===== src/rtl/regfile_wb_arbiter_pkg.sv =====
// Shared definitions for the register-file writeback arbiter.
// Provides default data/index widths, the sequencer state encoding and the
// requester ids. Future writeback ports reuse these.
package regfile_wb_arbiter_pkg;

  localparam int DEF_WORDSIZE = 32;
  localparam int DEF_REG_NUM  = 32;
  localparam int DEF_ADDR_W   = 5;

  typedef enum logic {
    ST_INIT = 1'b0,
    ST_RUN  = 1'b1
  } state_e;

  typedef enum logic {
    REQ_A = 1'b0,
    REQ_B = 1'b1
  } req_e;

endpackage


===== src/rtl/regfile_wb_arbiter_rr_arb2.sv =====
// Two-way round-robin grant.
// Ports:
//   i_clk      clock, state updates on posedge
//   i_rst_n    synchronous active-low reset (last grant -> B, so A wins first tie)
//   i_en       grants allowed (low during register-file clear)
//   i_req_a/b  request lines
//   i_update   a transfer happened this cycle; remember the winner
//   o_gnt_a/b  combinational grants, never both high
module regfile_wb_arbiter_rr_arb2
  import regfile_wb_arbiter_pkg::*;
(
  input  logic i_clk,
  input  logic i_rst_n,
  input  logic i_en,
  input  logic i_req_a,
  input  logic i_req_b,
  input  logic i_update,
  output logic o_gnt_a,
  output logic o_gnt_b
);

  req_e r_last_grant;

  // On a tie the requester that did not win last time is served.
  assign o_gnt_a = i_en & i_req_a & (~i_req_b | (r_last_grant == REQ_B));
  assign o_gnt_b = i_en & i_req_b & (~i_req_a | (r_last_grant == REQ_A));

  always_ff @(posedge i_clk) begin
    if (!i_rst_n) begin
      r_last_grant <= REQ_B;
    end else if (i_update) begin
      r_last_grant <= o_gnt_b ? REQ_B : REQ_A;
    end
  end

endmodule


===== src/rtl/regfile_wb_arbiter.sv =====
// Register-file write-port sequencer and writeback arbiter.
// After reset it clears every register through the single write port, then
// shares that port between the ALU result (A) and the load-return path (B).
// Ports:
//   CLK                 clock, all state updates on posedge
//   reset               synchronous active-low reset; restarts the clear walk
//   a_valid/a_addr/a_data, a_ready   requester A handshake (ready is combinational)
//   b_valid/b_addr/b_data, b_ready   requester B handshake (ready is combinational)
//   init_done           high once the clear walk has finished (RUN)
//   rf_write1/rf_write_data/rf_regwrite   registered register-file write port
//
// state   | meaning
// --------+-------------------------------------------------------------
// ST_INIT | writing zero to index r_ctr each cycle, requesters held off
// ST_RUN  | round-robin arbitration between A and B, one write per cycle
module regfile_wb_arbiter
  import regfile_wb_arbiter_pkg::*;
#(
  parameter int WORDSIZE = DEF_WORDSIZE,
  parameter int REG_NUM  = DEF_REG_NUM,
  parameter int ADDR_W   = DEF_ADDR_W
) (
  input  logic                CLK,
  input  logic                reset,
  input  logic                a_valid,
  output logic                a_ready,
  input  logic [ADDR_W-1:0]   a_addr,
  input  logic [WORDSIZE-1:0] a_data,
  input  logic                b_valid,
  output logic                b_ready,
  input  logic [ADDR_W-1:0]   b_addr,
  input  logic [WORDSIZE-1:0] b_data,
  output logic                init_done,
  output logic [ADDR_W-1:0]   rf_write1,
  output logic [WORDSIZE-1:0] rf_write_data,
  output logic                rf_regwrite
);

  localparam logic [ADDR_W-1:0] LAST_IDX = ADDR_W'(REG_NUM - 1);

  state_e              r_state;
  state_e              w_state_nxt;
  logic [ADDR_W-1:0]   r_ctr;
  logic [ADDR_W-1:0]   r_write1;
  logic [WORDSIZE-1:0] r_write_data;
  logic                r_regwrite;

  logic                w_run;
  logic                w_gnt_a;
  logic                w_gnt_b;
  logic                w_xfer;
  logic [ADDR_W-1:0]   w_win_addr;
  logic [WORDSIZE-1:0] w_win_data;

  assign w_run = (r_state == ST_RUN);

  regfile_wb_arbiter_rr_arb2 u_arb (
    .i_clk    (CLK),
    .i_rst_n  (reset),
    .i_en     (w_run),
    .i_req_a  (a_valid),
    .i_req_b  (b_valid),
    .i_update (w_xfer),
    .o_gnt_a  (w_gnt_a),
    .o_gnt_b  (w_gnt_b)
  );

  // Grants already include valid, so either grant is a transfer.
  assign w_xfer     = w_gnt_a | w_gnt_b;
  assign w_win_addr = w_gnt_b ? b_addr : a_addr;
  assign w_win_data = w_gnt_b ? b_data : a_data;

  always_comb begin
    w_state_nxt = r_state;
    case (r_state)
      ST_INIT: if (r_ctr == LAST_IDX) w_state_nxt = ST_RUN;
      ST_RUN:  w_state_nxt = ST_RUN;
      default: w_state_nxt = ST_INIT;
    endcase
  end

  always_ff @(posedge CLK) begin
    if (!reset) begin
      r_state      <= ST_INIT;
      r_ctr        <= '0;
      r_write1     <= '0;
      r_write_data <= '0;
      r_regwrite   <= 1'b0;
    end else begin
      r_state <= w_state_nxt;
      if (r_state == ST_INIT) begin
        r_write1     <= r_ctr;
        r_write_data <= '0;
        r_regwrite   <= 1'b1;
        r_ctr        <= r_ctr + 1'b1;
      end else if (w_xfer) begin
        // x0 is hardwired zero: the handshake completes but nothing is written.
        r_write1     <= w_win_addr;
        r_write_data <= w_win_data;
        r_regwrite   <= (w_win_addr != '0);
      end else begin
        r_regwrite <= 1'b0;
      end
    end
  end

  // RUN is entered on the same edge that issues the last clear write.
  assign init_done     = w_run;
  assign a_ready       = w_gnt_a;
  assign b_ready       = w_gnt_b;
  assign rf_write1     = r_write1;
  assign rf_write_data = r_write_data;
  assign rf_regwrite   = r_regwrite;

endmodule

===== config.mk =====
export PLATFORM = sky130hd
export DESIGN_NAME = regfile_wb_arbiter
export DESIGN_NICKNAME = d
export VERILOG_FILES = /design/src/rtl/regfile_wb_arbiter_pkg.sv /design/src/rtl/regfile_wb_arbiter_rr_arb2.sv /design/src/rtl/regfile_wb_arbiter.sv
export SDC_FILE = /design/constraint.sdc
export NUM_CORES = 1
export LEC_CHECK = 0
export ABC_AREA = 1
export BUFFER_PORTS_ARGS = -buffer_cell sky130_fd_sc_hd__buf_2
export CORE_AREA = 2 2 71 73
export CTS_CLUSTER_SIZE = 28
export DETAILED_ROUTE_END_ITERATION = 8
export DIE_AREA = 0 0 73 75
export MAX_ROUTING_LAYER = met4
export PLACE_DENSITY = 0.83
export SLEW_MARGIN = 20
export SYNTH_ARGS = -nofsm -noshare
export SYNTH_HDL_FRONTEND = slang
export SYNTH_SLANG_ARGS = --single-unit
export TNS_END_PERCENT = 30

===== constraint.sdc =====
create_clock -name CLK -period 1.8 [get_ports CLK]
set_input_delay 0.18 -clock CLK [delete_from_list [all_inputs] [get_ports CLK]]
set_output_delay 0.18 -clock CLK [all_outputs]
set_load 0.05 [all_outputs]

==> out/qor.log <==
[synthesis] count of synthesis-stage warnings from yosys 0
[die] initial core utilization 0.4658
[synthesis] cell taking the most area after synthesis dfxtp_1
[timing] final sum of negative setup slack 0 ps
[synthesis] async set-reset flop share out of synthesis 0
[route] final WL 5.397 mm
[grt] combined global-route utilization of all metal layers 0.1979
[critical_path] critical path's slowest cell dfxtp_1
[clock_tree] CTS tree yes
[critical_path] endpoint of the lowest-slack register-to-register path rf_regwrite
[grt] met2 Track Usage GR 0.3203
[synthesis] number of flops mapped to enable cells by yosys 0
[timing] unrepaired setup endpoints after global routing no
[route] length of the first detailed-routing pass in iterations 4
[grt] number of global-route vias before repair 1,921
[timing] slew at the pin closest to its max-slew limit 265.4 ps
[critical_path] crit path buf inv count 3
[clock_tree] Post CTS Setup Buffer Count 0
[die] row count 25
[synthesis] most frequent cells after synthesis nand2_1 (94), dfxtp_1 (45), inv_1 (41)
[layout] Finished Core Util 0.6215
[critical_path] Worst Reg-to-Reg Cells 10
[grt] met3 routing resource usage after global routing 0.05087
[synthesis] #FFs+latches synth 45
[critical_path] Largest delay share family, worst path buffers and inverters
[die] IO Pins 119
[die] overall die width 73 µm
[layout] Multi-input gate area 992.2 µm²
[timing] slack of the critical path 172.6 ps
[die] Die ar. 0.005475 mm²
[synthesis] cell with the most instances after synthesis nand2_1
[power_and_ir_drop] static leakage 1.658 nW
[critical_path] reg2reg start init_done
[clock_tree] clock tree root buffer cell clkbuf_8
[run_status] outcome completed
[grt] global route hottest layer met2
[power_and_ir_drop] worst-case vdd ir drop 394.0 µV
[critical_path] register-to-register path setup slack 370 ps
[worst_hold_path] Hold Startpoint reset
[clock_tree] Clock Latency Late Sink 280 ps
[synthesis] proportion of netlist area held by the largest area contributor 0.4150
[timing] Max Transition Viols Final 0
[grt] global-route wire length before repair 8.197 mm
[route] detail-routed net length per standard cell 11.36 µm
[grt] pin count of the biggest net entering global routing 41
[timing] setup clock skew after layout 4.546 ps
[layout] area used by sequential logic in the layout 902.1 µm²
[layout] Fill cells 456
[layout] synthesis-to-layout area growth 33.43%
[placement] Port Buf Inserts 118
[power_and_ir_drop] power consumption 1.751 mW
[timing] Fmax achieved 0.6145 GHz
[synthesis] prevailing post-synth register cell dfxtp_1
[worst_hold_path] hold-critical path depth 2
[synthesis] instance count of the mapped netlist 306
[synthesis] synthesized net count 386
[synthesis] most area-consuming cells after synthesis dfxtp_1 (41%), nand2_1 (16%), o211ai_1 (11%)
[route] vias per cell 4.874
[critical_path] critical-path maximum fanout 15
[grt] met1 global-route usage 0.2419
[layout] nets 500
[clock_tree] CTS Buf Count 5
[worst_hold_path] hold path endpoint u_arb.r_last_grant
[critical_path] Startpoint Class flip-flop
[grt] number of antenna violations at the first check in global routing 0
[placement] placed cell areas 0.002813 mm²
[route] via total after detailed routing 2,315
[layout] number of inserted diodes 0
[die] placeable core region 0.004661 mm²
[placement] Final HPWL DP 4.167 mm
[layout] cell area after layout 0.002897 mm²
[timing] Tmin final 1627 ps
[worst_hold_path] class of the tightest hold or removal check primary input to flip-flop
[timing] remaining max-slew budget at the tightest pin 0.8220
[placement] routability cong. 0.8804
[route] DRC marker count from the first detailed-route iteration 83
[timing] final worst path period share 0.9041
[synthesis] post-synthesis sequential area ratio 0.4150
[critical_path] Setup CP Type flip-flop to primary output
[route] Final ANT Viol Nets 0
[synthesis] area of the mapped netlist 0.002171 mm²
[layout] share of layout cells above drive strength 1 0.3397
[clock_tree] CTS Sinks 45
[critical_path] arrival time at the worst endpoint 1450 ps
[clock_tree] clock transition at the register clock pins on the worst setup and hold paths after CTS 70 ps
[power_and_ir_drop] power per unit of standard cell area 604.6 mW/mm²
[die] die boundary height 75 µm
[timing] count of endpoints failing setup in the final report 0
[critical_path] required time at the worst-slack endpoint 1620 ps
[critical_path] worst-path cell chain nand2_1 -> inv_1 -> nor2_4 -> buf_4 -> buf_2
[clock_tree] clk buf depth 2
[synthesis] synthesized area divided by synthesized cell count 7.094 µm²
[route] number of DRC violations after detailed routing 0
[clock_tree] count of H-tree levels built during CTS 2
[job] reported max-cap violation count 0
[synthesis] Netlist cell types 24
[grt] total grt overflow 0
[clock_tree] hold bufs inserted after CTS 0
[critical_path] endpoint kind of the worst setup timing path primary output
[placement] Setup WS pre-CTS 245.7 ps
[critical_path] biggest cell delay along the critical path 320 ps
[timing] final hold violation count 0
worst reg2reg max path: stages, from the launching register on:
cell and delay (ps):
dfxtp_2 450, nand2_4 100, inv_4 80, nand2_2 50
buf_4 210, nand2_1 80, nand2_1 70, nor2_1 110
nand3_1 90, nand2_1 60, inv_1 30
cell families (layout without fill, tap and decap cells):
kind of cell,Yosys count,after routing,synth area share
buffers and inverters,63,178,0.1297
flip-flops,45,45,0.4150
adder cells (fa/ha/maj),2,2,0.01153
AO/OA/AOI/OAI,47,47,0.1510
AND/OR/NAND/NOR,149,149,0.2928
area by class of cell:
class                           count  share of cell area
Clock buffer                        6             0.02505
Clock inverter                      2            0.003456
Inverter                           45             0.05918
Multi-Input combinational cell    198              0.3425
Sequential cell                    45              0.3114
Tap cell                           54             0.02333
Timing Repair Buffer              125              0.2350
what timing repair did:
action | CTS | global route
gates resized for setup | 0 | 1
endpoints found under the setup margin | 0 | 1
endpoints found under the hold margin | 0 | 0
layout by cell type, fill, tap and decap left out, types with 2 or more instances in the layout:
| master | netlist | layout |
|---|---|---|
| buf_2 | 10 | 118 |
| nand2_1 | 94 | 94 |
| buf_12 | 0 | 3 |
| nand3_1 | 37 | 37 |
| o21ai_0 | 4 | 4 |
| buf_4 | 2 | 4 |
| clkbuf_8 | 0 | 5 |
| inv_1 | 41 | 41 |
| inv_2 | 2 | 2 |
| nor2_1 | 8 | 8 |
| o211ai_1 | 32 | 32 |
| ha_1 | 2 | 2 |
| nor3_1 | 4 | 4 |
| clkinv_2 | 0 | 2 |
| nand2_2 | 2 | 2 |
| a21oi_1 | 6 | 5 |
| dfxtp_1 | 45 | 44 |
| a31oi_1 | 4 | 4 |
how the worst max path moves through the flow:
stage	from	endpoint	slack, ps	cells after the start
3_5_place_dp	init_done	rf_regwrite	250	10
6_report	u_arb.r_last_grant	b_ready	170	5
4_1_cts	init_done	b_ready	20	4
5_1_grt	u_arb.r_last_grant	b_ready	60	5
2_1_floorplan	init_done	rf_write_data[3]	140	8
3_3_place_gp	init_done	rf_regwrite	340	10
routing by layer:
| metal | vias up | wire length, µm |
|---|---|---|
| met4 | 0 | 64 |
| li1 | 1219 | - |
| met3 | 6 | 332 |
| met2 | 94 | 2500 |
| met1 | 996 | 2498 |
| met5 | - | 0 |
flip-flops by register name, summed over array words and instances, names as in the netlist:
name,cells
u_arb.r_last_grant,1
rf_regwrite,1
rf_write_data,32
init_done,1
rf_write1,5
r_ctr,5
per-stage QoR:
step | hold WS [ps] | instances
6_report | 171.6 | 475
5_1_grt | 184.0 | 475
4_1_cts | 162.4 | 475
3_5_place_dp | 460.0 | 467
3_3_place_gp | 462.9 | 467
2_1_floorplan | 279.0 | 306
report_power, final:
group | switching (mW) | internal [mW]
Sequential | 0.00709 | 1.00
Combinational | 0.0792 | 0.0821
Clock | 0.309 | 0.269
Total | 0.396 | 1.36
Note: power is estimated with default switching activity, not from simulation.
